### config.mk
export PLATFORM = sky130hd
export DESIGN_NAME = exec_unit_flat
export DESIGN_NICKNAME = d
export VERILOG_FILES = /design/src/rtl/ex_pkg.sv /design/src/rtl/exec_unit_if.sv /design/src/rtl/alu.sv /design/src/rtl/branch_cmp.sv /design/src/rtl/exec_unit.sv /design/src/flat_wrapper.sv
export SDC_FILE = /design/constraint.sdc
export NUM_CORES = 1
export LEC_CHECK = 0
export ABC_AREA = 1
export CAP_MARGIN = 0
export CORE_MARGIN = 1
export CORE_UTILIZATION = 38
export CTS_BUF_LIST = sky130_fd_sc_hd__clkbuf_4
export DETAILED_ROUTE_END_ITERATION = 6
export DONT_BUFFER_PORTS = 1
export GPL_TIMING_DRIVEN = 0
export SETUP_SLACK_MARGIN = 0.1
export SKIP_LAST_GASP = 1
export SLEW_MARGIN = 20
export SYNTH_ARGS = -nofsm -noshare
export SYNTH_HDL_FRONTEND = slang
export SYNTH_SLANG_ARGS = --single-unit
### constraint.sdc
create_clock -name clk_i -period 12.3 [get_ports clk_i]
set_input_delay 2.46 -clock clk_i [delete_from_list [all_inputs] [get_ports clk_i]]
set_output_delay 2.46 -clock clk_i [all_outputs]
set_load 0.02 [all_outputs]
### src/rtl/ex_pkg.sv
// Shared types and constants for the execute stage: destination zones,
// ALU opcodes, trap causes and the result-register control payload.
package ex_pkg;

  localparam int unsigned ALUOP_W = 4;
  localparam int unsigned CAUSE_W = 4;
  localparam int unsigned REGA_W  = 5;

  typedef enum logic [1:0] {
    ZONE_NONE    = 2'd0,
    ZONE_REGFILE = 2'd1,
    ZONE_LOADQ   = 2'd2,
    ZONE_STOREQ  = 2'd3
  } t_zone;

  localparam logic [ALUOP_W-1:0] ALU_ADD   = 4'd0;
  localparam logic [ALUOP_W-1:0] ALU_SUB   = 4'd1;
  localparam logic [ALUOP_W-1:0] ALU_AND   = 4'd2;
  localparam logic [ALUOP_W-1:0] ALU_OR    = 4'd3;
  localparam logic [ALUOP_W-1:0] ALU_XOR   = 4'd4;
  localparam logic [ALUOP_W-1:0] ALU_SLL   = 4'd5;
  localparam logic [ALUOP_W-1:0] ALU_SRL   = 4'd6;
  localparam logic [ALUOP_W-1:0] ALU_SRA   = 4'd7;
  localparam logic [ALUOP_W-1:0] ALU_SLT   = 4'd8;
  localparam logic [ALUOP_W-1:0] ALU_SLTU  = 4'd9;
  localparam logic [ALUOP_W-1:0] ALU_PASSB = 4'd10;

  // Misaligned-target traps share code 0 with plain branch redirects.
  localparam logic [CAUSE_W-1:0] CAUSE_BRANCH      = 4'd0;
  localparam logic [CAUSE_W-1:0] CAUSE_MISALIGN    = 4'd0;
  localparam logic [CAUSE_W-1:0] CAUSE_FETCH_FAULT = 4'd1;
  localparam logic [CAUSE_W-1:0] CAUSE_ILLEGAL     = 4'd2;

  typedef struct packed {
    logic              valid;
    t_zone             zone;
    logic [REGA_W-1:0] regd;
    logic [2:0]        funct3;
  } t_res_ctl;

endpackage

### src/rtl/exec_unit_if.sv
// Decoder / write-back / hart-vector / load-store-queue bundle of the execute stage.
// master = surrounding pipeline, slave = exec_unit.
interface exec_unit_if #(parameter int unsigned C_XLEN = 32) ();
  import ex_pkg::*;

  logic                ids_dav_i;
  logic                ids_ack_o;
  logic                ids_sofr_i;
  logic                ids_ins_uerr_i;
  logic                ids_ins_ferr_i;
  logic                ids_ins_c_i;
  logic                ids_cond_i;
  logic                ids_link_i;
  t_zone               ids_zone_i;
  logic [C_XLEN-1:0]   ids_pc_i;
  logic [C_XLEN-1:0]   ids_operand_left_i;
  logic [C_XLEN-1:0]   ids_operand_right_i;
  logic [C_XLEN-1:0]   ids_regs1_data_i;
  logic [C_XLEN-1:0]   ids_regs2_data_i;
  logic [ALUOP_W-1:0]  ids_alu_op_i;
  logic [2:0]          ids_funct3_i;
  logic [REGA_W-1:0]   ids_regd_addr_i;

  logic                ids_regd_wr_o;
  logic [REGA_W-1:0]   ids_regd_addr_o;
  logic [C_XLEN-1:0]   ids_regd_data_o;

  logic                hvec_vec_strobe_o;
  logic [C_XLEN-1:0]   hvec_vec_o;
  logic [C_XLEN-1:0]   hvec_pc_o;
  logic [CAUSE_W-1:0]  hvec_cause_o;

  logic                lsq_lq_full_i;
  logic                lsq_sq_full_i;
  logic                lsq_lq_wr_o;
  logic                lsq_sq_wr_o;
  logic [2:0]          lsq_funct3_o;
  logic [REGA_W-1:0]   lsq_regd_addr_o;
  logic [C_XLEN-1:0]   lsq_regs2_data_o;
  logic [C_XLEN-1:0]   lsq_addr_o;

  modport master (
    output ids_dav_i, ids_sofr_i, ids_ins_uerr_i, ids_ins_ferr_i, ids_ins_c_i,
           ids_cond_i, ids_link_i, ids_zone_i, ids_pc_i, ids_operand_left_i,
           ids_operand_right_i, ids_regs1_data_i, ids_regs2_data_i, ids_alu_op_i,
           ids_funct3_i, ids_regd_addr_i, lsq_lq_full_i, lsq_sq_full_i,
    input  ids_ack_o, ids_regd_wr_o, ids_regd_addr_o, ids_regd_data_o,
           hvec_vec_strobe_o, hvec_vec_o, hvec_pc_o, hvec_cause_o,
           lsq_lq_wr_o, lsq_sq_wr_o, lsq_funct3_o, lsq_regd_addr_o,
           lsq_regs2_data_o, lsq_addr_o
  );

  modport slave (
    input  ids_dav_i, ids_sofr_i, ids_ins_uerr_i, ids_ins_ferr_i, ids_ins_c_i,
           ids_cond_i, ids_link_i, ids_zone_i, ids_pc_i, ids_operand_left_i,
           ids_operand_right_i, ids_regs1_data_i, ids_regs2_data_i, ids_alu_op_i,
           ids_funct3_i, ids_regd_addr_i, lsq_lq_full_i, lsq_sq_full_i,
    output ids_ack_o, ids_regd_wr_o, ids_regd_addr_o, ids_regd_data_o,
           hvec_vec_strobe_o, hvec_vec_o, hvec_pc_o, hvec_cause_o,
           lsq_lq_wr_o, lsq_sq_wr_o, lsq_funct3_o, lsq_regd_addr_o,
           lsq_regs2_data_o, lsq_addr_o
  );

endinterface

### src/rtl/alu.sv
// Combinational integer ALU used by the execute stage.
module alu
  import ex_pkg::*;
#(
  parameter int unsigned C_XLEN = 32
) (
  input  logic [ALUOP_W-1:0] op_i,
  input  logic [C_XLEN-1:0]  a_i,
  input  logic [C_XLEN-1:0]  b_i,
  output logic [C_XLEN-1:0]  y_o
);

  localparam int unsigned SHW = $clog2(C_XLEN);

  logic [SHW-1:0] shamt;

  always_comb begin
    y_o   = '0;
    shamt = b_i[SHW-1:0];
    case (op_i)
      ALU_ADD:   y_o = a_i + b_i;
      ALU_SUB:   y_o = a_i - b_i;
      ALU_AND:   y_o = a_i & b_i;
      ALU_OR:    y_o = a_i | b_i;
      ALU_XOR:   y_o = a_i ^ b_i;
      ALU_SLL:   y_o = a_i << shamt;
      ALU_SRL:   y_o = a_i >> shamt;
      ALU_SRA:   y_o = C_XLEN'($signed(a_i) >>> shamt);
      ALU_SLT:   y_o = {{(C_XLEN-1){1'b0}}, ($signed(a_i) < $signed(b_i))};
      ALU_SLTU:  y_o = {{(C_XLEN-1){1'b0}}, (a_i < b_i)};
      ALU_PASSB: y_o = b_i;
      default:   y_o = '0;
    endcase
  end

endmodule

### src/rtl/branch_cmp.sv
// Conditional-branch comparator: decodes funct3 into a taken flag.
module branch_cmp #(
  parameter int unsigned C_XLEN = 32
) (
  input  logic [2:0]        funct3_i,
  input  logic [C_XLEN-1:0] a_i,
  input  logic [C_XLEN-1:0] b_i,
  output logic              taken_o
);

  always_comb begin
    taken_o = 1'b0;
    case (funct3_i)
      3'b000:  taken_o = (a_i == b_i);
      3'b001:  taken_o = (a_i != b_i);
      3'b100:  taken_o = ($signed(a_i) <  $signed(b_i));
      3'b101:  taken_o = ($signed(a_i) >= $signed(b_i));
      3'b110:  taken_o = (a_i <  b_i);
      3'b111:  taken_o = (a_i >= b_i);
      default: taken_o = 1'b0;
    endcase
  end

endmodule

### src/rtl/exec_unit.sv
// Execute stage: ALU, branch resolution/redirect, trapping, wrong-path kill
// window and a single result register with LSQ backpressure.
module exec_unit
  import ex_pkg::*;
#(
  parameter int unsigned      C_XLEN       = 32,
  parameter bit               C_COMPRESSED = 1'b0,
  parameter logic [C_XLEN-1:0] C_TRAP_BASE = 'h100
) (
  input  logic          clk_i,
  input  logic          reset_i,
  input  logic          clk_en_i,
  exec_unit_if.slave    bus
);

  logic [C_XLEN-1:0]  alu_y;
  logic               cmp_taken;

  logic [C_XLEN-1:0]  inc;
  logic [C_XLEN-1:0]  link_pc;
  logic [C_XLEN-1:0]  target;
  logic               redirect;
  logic               misalign;
  logic               killed;
  logic               trap;
  logic               fire;
  logic [CAUSE_W-1:0] trap_cause;
  t_res_ctl           ctl_d;
  logic [C_XLEN-1:0]  data_d;
  logic [C_XLEN-1:0]  vec_d;
  logic [CAUSE_W-1:0] cause_d;

  logic               hold;
  logic               ack;

  t_res_ctl           ctl_q;
  logic [C_XLEN-1:0]  data_q;
  logic [C_XLEN-1:0]  addr_q;
  logic [C_XLEN-1:0]  regs2_q;
  logic               kill_q;
  logic               strobe_q;
  logic [C_XLEN-1:0]  vec_q;
  logic [C_XLEN-1:0]  hpc_q;
  logic [CAUSE_W-1:0] cause_q;

  alu #(.C_XLEN(C_XLEN)) u_alu (
    .op_i (bus.ids_alu_op_i),
    .a_i  (bus.ids_operand_left_i),
    .b_i  (bus.ids_operand_right_i),
    .y_o  (alu_y)
  );

  branch_cmp #(.C_XLEN(C_XLEN)) u_branch_cmp (
    .funct3_i (bus.ids_funct3_i),
    .a_i      (bus.ids_regs1_data_i),
    .b_i      (bus.ids_regs2_data_i),
    .taken_o  (cmp_taken)
  );

  // A held LSQ-zoned result blocks the decoder until its queue has room.
  always_comb begin
    hold = ctl_q.valid &
           (((ctl_q.zone == ZONE_LOADQ)  & bus.lsq_lq_full_i) |
            ((ctl_q.zone == ZONE_STOREQ) & bus.lsq_sq_full_i));
    ack  = bus.ids_dav_i & ~hold & clk_en_i;
  end

  // Next result, redirect and trap decision for the instruction on offer.
  always_comb begin
    trap_cause = CAUSE_MISALIGN;
    inc        = (C_COMPRESSED && bus.ids_ins_c_i) ? C_XLEN'(2) : C_XLEN'(4);
    link_pc    = bus.ids_pc_i + inc;
    target     = {alu_y[C_XLEN-1:1], 1'b0};
    redirect   = (bus.ids_cond_i & cmp_taken) | bus.ids_link_i;
    misalign   = redirect & target[1] & ~C_COMPRESSED;
    killed     = kill_q & ~bus.ids_sofr_i;
    trap       = ~killed & (bus.ids_ins_ferr_i | bus.ids_ins_uerr_i | misalign);
    fire       = ~killed & (trap | redirect);

    if (bus.ids_ins_ferr_i)      trap_cause = CAUSE_FETCH_FAULT;
    else if (bus.ids_ins_uerr_i) trap_cause = CAUSE_ILLEGAL;

    ctl_d.valid  = 1'b1;
    ctl_d.zone   = (killed | trap) ? ZONE_NONE : bus.ids_zone_i;
    ctl_d.regd   = bus.ids_regd_addr_i;
    ctl_d.funct3 = bus.ids_funct3_i;
    data_d       = bus.ids_link_i ? link_pc : alu_y;
    vec_d        = trap ? C_TRAP_BASE : target;
    cause_d      = trap ? trap_cause : CAUSE_BRANCH;
  end

  always_ff @(posedge clk_i or posedge reset_i) begin
    if (reset_i) begin
      ctl_q    <= '0;
      data_q   <= '0;
      addr_q   <= '0;
      regs2_q  <= '0;
      kill_q   <= 1'b0;
      strobe_q <= 1'b0;
      vec_q    <= '0;
      hpc_q    <= '0;
      cause_q  <= '0;
    end else if (clk_en_i) begin
      strobe_q <= ack & fire;
      if (ack) begin
        ctl_q   <= ctl_d;
        data_q  <= data_d;
        addr_q  <= alu_y;
        regs2_q <= bus.ids_regs2_data_i;
        // A new redirect re-opens the window even if this one carried sofr.
        kill_q  <= fire | (kill_q & ~bus.ids_sofr_i);
        if (fire) begin
          vec_q   <= vec_d;
          hpc_q   <= bus.ids_pc_i;
          cause_q <= cause_d;
        end
      end else if (!hold) begin
        ctl_q.valid <= 1'b0;
      end
    end
  end

  assign bus.ids_ack_o         = ack;
  assign bus.ids_regd_wr_o     = clk_en_i & ctl_q.valid & (ctl_q.zone == ZONE_REGFILE);
  assign bus.ids_regd_addr_o   = ctl_q.regd;
  assign bus.ids_regd_data_o   = data_q;
  assign bus.lsq_lq_wr_o       = clk_en_i & ctl_q.valid & (ctl_q.zone == ZONE_LOADQ) &
                                 ~bus.lsq_lq_full_i;
  assign bus.lsq_sq_wr_o       = clk_en_i & ctl_q.valid & (ctl_q.zone == ZONE_STOREQ) &
                                 ~bus.lsq_sq_full_i;
  assign bus.lsq_funct3_o      = ctl_q.funct3;
  assign bus.lsq_regd_addr_o   = ctl_q.regd;
  assign bus.lsq_regs2_data_o  = regs2_q;
  assign bus.lsq_addr_o        = addr_q;
  assign bus.hvec_vec_strobe_o = strobe_q & clk_en_i;
  assign bus.hvec_vec_o        = vec_q;
  assign bus.hvec_pc_o         = hpc_q;
  assign bus.hvec_cause_o      = cause_q;

endmodule
### src/flat_wrapper.sv
// flat-port wrapper written by rule: the top's interface ports become plain ports
module exec_unit_flat import ex_pkg::*;
#(
  parameter int unsigned      C_XLEN       = 32,
  parameter bit               C_COMPRESSED = 1'b0,
  parameter logic [C_XLEN-1:0] C_TRAP_BASE = 'h100
)
  (clk_i, reset_i, clk_en_i, bus_ids_dav_i, bus_ids_sofr_i, bus_ids_ins_uerr_i, bus_ids_ins_ferr_i, bus_ids_ins_c_i, bus_ids_cond_i, bus_ids_link_i, bus_ids_zone_i, bus_ids_pc_i, bus_ids_operand_left_i, bus_ids_operand_right_i, bus_ids_regs1_data_i, bus_ids_regs2_data_i, bus_ids_alu_op_i, bus_ids_funct3_i, bus_ids_regd_addr_i, bus_lsq_lq_full_i, bus_lsq_sq_full_i, bus_ids_ack_o, bus_ids_regd_wr_o, bus_ids_regd_addr_o, bus_ids_regd_data_o, bus_hvec_vec_strobe_o, bus_hvec_vec_o, bus_hvec_pc_o, bus_hvec_cause_o, bus_lsq_lq_wr_o, bus_lsq_sq_wr_o, bus_lsq_funct3_o, bus_lsq_regd_addr_o, bus_lsq_regs2_data_o, bus_lsq_addr_o);
  exec_unit_if #(.C_XLEN(C_XLEN)) bus_i ();
  input  logic clk_i;
  input  logic reset_i;
  input  logic clk_en_i;
  input wire logic [$bits(bus_i.ids_dav_i)-1:0] bus_ids_dav_i;
  input wire logic [$bits(bus_i.ids_sofr_i)-1:0] bus_ids_sofr_i;
  input wire logic [$bits(bus_i.ids_ins_uerr_i)-1:0] bus_ids_ins_uerr_i;
  input wire logic [$bits(bus_i.ids_ins_ferr_i)-1:0] bus_ids_ins_ferr_i;
  input wire logic [$bits(bus_i.ids_ins_c_i)-1:0] bus_ids_ins_c_i;
  input wire logic [$bits(bus_i.ids_cond_i)-1:0] bus_ids_cond_i;
  input wire logic [$bits(bus_i.ids_link_i)-1:0] bus_ids_link_i;
  input wire logic [$bits(bus_i.ids_zone_i)-1:0] bus_ids_zone_i;
  input wire logic [$bits(bus_i.ids_pc_i)-1:0] bus_ids_pc_i;
  input wire logic [$bits(bus_i.ids_operand_left_i)-1:0] bus_ids_operand_left_i;
  input wire logic [$bits(bus_i.ids_operand_right_i)-1:0] bus_ids_operand_right_i;
  input wire logic [$bits(bus_i.ids_regs1_data_i)-1:0] bus_ids_regs1_data_i;
  input wire logic [$bits(bus_i.ids_regs2_data_i)-1:0] bus_ids_regs2_data_i;
  input wire logic [$bits(bus_i.ids_alu_op_i)-1:0] bus_ids_alu_op_i;
  input wire logic [$bits(bus_i.ids_funct3_i)-1:0] bus_ids_funct3_i;
  input wire logic [$bits(bus_i.ids_regd_addr_i)-1:0] bus_ids_regd_addr_i;
  input wire logic [$bits(bus_i.lsq_lq_full_i)-1:0] bus_lsq_lq_full_i;
  input wire logic [$bits(bus_i.lsq_sq_full_i)-1:0] bus_lsq_sq_full_i;
  output wire logic [$bits(bus_i.ids_ack_o)-1:0] bus_ids_ack_o;
  output wire logic [$bits(bus_i.ids_regd_wr_o)-1:0] bus_ids_regd_wr_o;
  output wire logic [$bits(bus_i.ids_regd_addr_o)-1:0] bus_ids_regd_addr_o;
  output wire logic [$bits(bus_i.ids_regd_data_o)-1:0] bus_ids_regd_data_o;
  output wire logic [$bits(bus_i.hvec_vec_strobe_o)-1:0] bus_hvec_vec_strobe_o;
  output wire logic [$bits(bus_i.hvec_vec_o)-1:0] bus_hvec_vec_o;
  output wire logic [$bits(bus_i.hvec_pc_o)-1:0] bus_hvec_pc_o;
  output wire logic [$bits(bus_i.hvec_cause_o)-1:0] bus_hvec_cause_o;
  output wire logic [$bits(bus_i.lsq_lq_wr_o)-1:0] bus_lsq_lq_wr_o;
  output wire logic [$bits(bus_i.lsq_sq_wr_o)-1:0] bus_lsq_sq_wr_o;
  output wire logic [$bits(bus_i.lsq_funct3_o)-1:0] bus_lsq_funct3_o;
  output wire logic [$bits(bus_i.lsq_regd_addr_o)-1:0] bus_lsq_regd_addr_o;
  output wire logic [$bits(bus_i.lsq_regs2_data_o)-1:0] bus_lsq_regs2_data_o;
  output wire logic [$bits(bus_i.lsq_addr_o)-1:0] bus_lsq_addr_o;
  assign bus_i.ids_dav_i = bus_ids_dav_i;
  assign bus_i.ids_sofr_i = bus_ids_sofr_i;
  assign bus_i.ids_ins_uerr_i = bus_ids_ins_uerr_i;
  assign bus_i.ids_ins_ferr_i = bus_ids_ins_ferr_i;
  assign bus_i.ids_ins_c_i = bus_ids_ins_c_i;
  assign bus_i.ids_cond_i = bus_ids_cond_i;
  assign bus_i.ids_link_i = bus_ids_link_i;
  assign bus_i.ids_zone_i = bus_ids_zone_i;
  assign bus_i.ids_pc_i = bus_ids_pc_i;
  assign bus_i.ids_operand_left_i = bus_ids_operand_left_i;
  assign bus_i.ids_operand_right_i = bus_ids_operand_right_i;
  assign bus_i.ids_regs1_data_i = bus_ids_regs1_data_i;
  assign bus_i.ids_regs2_data_i = bus_ids_regs2_data_i;
  assign bus_i.ids_alu_op_i = bus_ids_alu_op_i;
  assign bus_i.ids_funct3_i = bus_ids_funct3_i;
  assign bus_i.ids_regd_addr_i = bus_ids_regd_addr_i;
  assign bus_i.lsq_lq_full_i = bus_lsq_lq_full_i;
  assign bus_i.lsq_sq_full_i = bus_lsq_sq_full_i;
  assign bus_ids_ack_o = bus_i.ids_ack_o;
  assign bus_ids_regd_wr_o = bus_i.ids_regd_wr_o;
  assign bus_ids_regd_addr_o = bus_i.ids_regd_addr_o;
  assign bus_ids_regd_data_o = bus_i.ids_regd_data_o;
  assign bus_hvec_vec_strobe_o = bus_i.hvec_vec_strobe_o;
  assign bus_hvec_vec_o = bus_i.hvec_vec_o;
  assign bus_hvec_pc_o = bus_i.hvec_pc_o;
  assign bus_hvec_cause_o = bus_i.hvec_cause_o;
  assign bus_lsq_lq_wr_o = bus_i.lsq_lq_wr_o;
  assign bus_lsq_sq_wr_o = bus_i.lsq_sq_wr_o;
  assign bus_lsq_funct3_o = bus_i.lsq_funct3_o;
  assign bus_lsq_regd_addr_o = bus_i.lsq_regd_addr_o;
  assign bus_lsq_regs2_data_o = bus_i.lsq_regs2_data_o;
  assign bus_lsq_addr_o = bus_i.lsq_addr_o;
  exec_unit #(.C_XLEN(C_XLEN), .C_COMPRESSED(C_COMPRESSED), .C_TRAP_BASE(C_TRAP_BASE)) u_core (.clk_i(clk_i), .reset_i(reset_i), .clk_en_i(clk_en_i), .bus(bus_i));
endmodule
==> summary.md, run 1 <==
| Metric | Value |
|---|---|
| M1 wire length | 38.5 mm |
| Clock Skews | 0.0581 ns |
| Share of total power in the clock network | 19.8% |
| Async set-or-reset flop fraction in the synthesized netlist | 100% |
| Post-synth EDFFs | 0 |
| Period Utilization, post-route | 51.2% |
| Sw frac | 49.9% |
| Power per Cell Area | 101 nW/um2 |
| Max cap viols | 0 |
| Ys flop type | dfrtp_1 |
| Final Wtd Congestion | 1.09 |
| Rows | 78 |
| Initial DRC count | 2339 |
| CTS tree | done |
| Sequential Power Share | 44.3% |
| Most frequent cells in the layout | nand2_1 (750), inv_1 (343), o21ai_0 (232) |
| Die Area | 47400 um2 |
| Post-Route WL | 96.8 mm |
| Outcome | complete, no violations |
| Final WS setup | 6.00 ns |
| Yosys Warn Count | 0 |
| Vias per cell | 5.98 |
| Synthesized area | 17700 um2 |
| Starting density of the core | 38.7% |
| Setup-failing EPs final | 0 |
| Slew Viols, Final | 0 |
| Total congestion overflow | 0 |
| CTS clk-pin slew, worst paths | 0.15 ns |
| Resize count post-CTS | 0 |
| Layout Nets | 3131 |
| DRC | 0 |
| Metal2 WL | 42.1 mm |
| Core footprint | 45700 um2 |
| Final Hold Viols | 0 |
| Crit-path max FO | 10 |
| Switching power | 0.944 mW |
| Cells after DPL | 3394 |
| Hold buffer count at CTS | 0 |
| Post-route ant nets | 0 |
| Final worst path period need | 6.30 ns |
| Setup CP Type | in -> out |
| Layout cells sized above 1 | 6.09% |
| Worst setup EP type | output port |
| Total GRT Usage | 40.0% |
| Internal power | 0.949 mW |
| Flops & latches, synth | 174 |
| Layout area overhead | 6.43% |
| Die X | 218 um |
| Critical Path Slowest Stage Cell | clkbuf_1 |
| Max frequency | 0.159 GHz |
| Slew Limit Headroom | 21.6% |
| Worst endpoint data arrival time | 3.84 ns |
| Vias in the first global route | 19087 |
| Most common cell after layout, fill and taps aside | nand2_1 |
| Vias | 20511 |
| CP startpoint kind | primary input |
| Htree depth | 4 |
| Die H | 218 um |
| Dpl hpwl | 81.3 mm |
| Post-CTS setup buffers | 0 |
| Hold Path Class | reg -> reg |
| PortBufs | 0 |
| Top delay family on crit path | buffers and inverters |
| Sequential area share after synthesis | 24.6% |
| Combinational power share | 35.9% |
| Initial antenna violation count | 6 |
| Avg WL per Cell | 28.2 um |
| Syn_area_per_cell | 6.34 um2 |
| Clk sinks | 174 |
| Largest net degree at the start of global routing | 91 |
| CP Buf/Inv Count | 2 |
| Pre-Repair DR Iteration Count | 6 |
| Layout Cells excl Fill | 3432 |
| Cells after Synth | 2791 |
| Max layer used | met5 |
| Num CTS Buffers | 17 |
| IO Pins | 368 |
| Clk_lat worst skew | 0.73 ns |
| Worst slack, placed | 5.49 ns |
| Maximum vdd drop | 0.0697 mV |
| Root Buffer Master | clkbuf_4 |
| CP peak stage delay | 0.62 ns |
| Static Leak | 9.30 nW |
| Clk buf depth | 2 |
| Routed wl met3 | 9.24 mm |
| RSZ-0062 raised after global routing | false |
| Fin Setup TNS | 0 ns |
| Sequence of cells on the critical path | nand3_1, nand2_1, nand2_1, nand3_1, clkinv_1, clkbuf_1 |
| Worst Path Required | 9.84 ns |
| Post-synth cell types | 66 |
| Worst-Margin Slew | 1.16 ns |
| First-pass GRT wire length | 135 mm |
kinds of logic (layout without fill, tap and decap cells):
family | after synthesis | count (layout) | synth area share (%)
simple gates | 1226 | 1226 | 28.8
compound gates | 724 | 724 | 23.2
buf+inv | 504 | 537 | 12.3
flops | 174 | 174 | 24.6
fa+ha+maj | 132 | 132 | 9.42
xor+xnor | 17 | 17 | 0.842
mux | 13 | 13 | 0.757
other cells | 1 | 9 | 0.0212
layer usage:
| layer | up-vias | global-route usage [%] |
|---|---|---|
| met5 | - | 0 |
| met4 | 2 | 25.6 |
| met3 | 250 | 9.05 |
| met2 | 1242 | 61.9 |
| met1 | 9772 | 50.1 |
| li1 | 9245 | - |
synth_stat cells, drive strengths merged (5+ instances only):
library cell	n	area share [%]
o2111ai	6	0.30
xor2	16	0.79
a221oi	11	0.54
nand2	756	16
inv	350	7.4
o21bai	13	0.62
nand4	23	0.90
clkinv	6	0.13
o21ai	385	11
nor3	51	1.7
buf	83	3.4
nor4	21	0.74
nand3	125	3.6
or2	9	0.33
o22ai	36	1.3
clkbuf	65	1.4
a31oi	10	0.35
ha	130	9.2
o21a	17	0.72
o221ai	9	0.45
mux2i	13	0.76
dfrtp	174	25
a21oi	180	5.2
nor2	231	5.0
a211oi	5	0.24
a21o	11	0.47
o211ai	24	1.0
o31ai	6	0.25
power groups by stage:
stage	clock network [mW]	logic [mW]	registers [mW]
finish	0.374	0.680	0.839
global route	0.398	0.734	0.846
CTS	0.377	0.658	0.839
detailed placement	0	0.656	0.850
global placement	0	0.649	0.850
floorplan	0	0.435	0.812
metrics by stage:
step	util (%)	area [um2]	power [mW]	hold slack [ns]
2_1_floorplan	-	17700	1.25	0.454
3_3_place_gp	40.4	18400	1.50	0.477
3_5_place_dp	40.5	18500	1.51	0.486
4_1_cts	41.2	18800	1.87	0.526
5_1_grt	41.2	18800	1.98	0.568
6_report	41.2	18800	1.89	0.527
worst reg2reg max path, stage by stage, from the launching register on:
cell and delay, ns:
dfrtp_1 0.44, inv_1 0.11, nand3_1 0.08, nand2_1 0.06, nand2_1 0.06, nand3_1 0.29
clkbuf_1 0.50, clkbuf_1 0.72, nand2_1 0.11, o21ai_1 0.11
sequential cells by signal, indices dropped and copies added, names as in the netlist:
signal                       flops
u_core.bus.lsq_addr_o           32
u_core.bus.ids_regd_data_o      32
u_core.bus.hvec_pc_o            32
u_core.bus.ids_regd_addr_o       5
u_core.bus.lsq_funct3_o          3
u_core.bus.lsq_regs2_data_o     32
u_core.ctl_q                     3
u_core.strobe_q                  1
u_core.kill_q                    1
u_core.bus.hvec_cause_o          2
u_core.bus.hvec_vec_o           31
final timing paths:
check | from | end | slack, ns | depth (start not counted)
max in group asynchronous | reset_i | u_core.bus.lsq_addr_o[16]$_DFFE_PP0P_ | 9.73 | 2
hold reg to reg | u_core.bus.lsq_funct3_o[1]$_DFFE_PP0P_ | u_core.bus.lsq_funct3_o[1]$_DFFE_PP0P_ | 0.53 | 2
setup reg to reg | u_core.ctl_q[8]$_DFFE_PP0P_ | u_core.bus.ids_regd_data_o[10]$_DFFE_PP0P_ | 9.69 | 9
setup / recovery | bus_lsq_lq_full_i | bus_ids_ack_o | 6.00 | 6
hold / removal | u_core.bus.lsq_funct3_o[1]$_DFFE_PP0P_ | u_core.bus.lsq_funct3_o[1]$_DFFE_PP0P_ | 0.53 | 2
min in group asynchronous | reset_i | u_core.bus.ids_regd_addr_o[0]$_DFFE_PP0P_ | 1.62 | 1
final cells by class:
| cell class | instances | area (um2) |
|---|---|---|
| clock buffer | 17 | 128 |
| tap | 600 | 751 |
| buffer | 148 | 845 |
| antenna | 6 | 15.0 |
| multi-input combinational | 2115 | 11200 |
| fill | 5035 | 26900 |
| sequential | 174 | 4350 |
| timing repair buffer | 1 | 27.5 |
| inverter | 356 | 1340 |
| clock inverter | 15 | 201 |
Power figures use the tool's default switching activity.
==> inputs of run 2 (changes only) <==
==> constraint.sdc (replaced) <==
create_clock -name clk_i -period 6.4 [get_ports clk_i]
set_input_delay 1.28 -clock clk_i [delete_from_list [all_inputs] [get_ports clk_i]]
set_output_delay 1.28 -clock clk_i [all_outputs]
set_load 0.02 [all_outputs]
==> results of run 2 <==
Same layout as run 1 (identical final DEF). Status: complete, no violations.
Among the figures that moved: setup slack after placement 5.49 ns -> 0.767 ns; clock-pin slew on the worst setup and hold paths 0.15 ns -> 0.23 ns; setup slack after layout 6.00 ns -> 1.36 ns; hold slack 0.527 ns -> 0.444 ns; start point of the critical path bus_lsq_lq_full_i -> bus_ids_operand_right_i[4]; end point of the critical path bus_ids_ack_o -> u_core.bus.lsq_addr_o[9]$_DFFE_PP0P_; register-to-register setup slack 9.69 ns -> 3.79 ns; total power 1.89 mW -> 3.64 mW; worst IR drop on VDD 0.0697 mV -> 0.134 mV
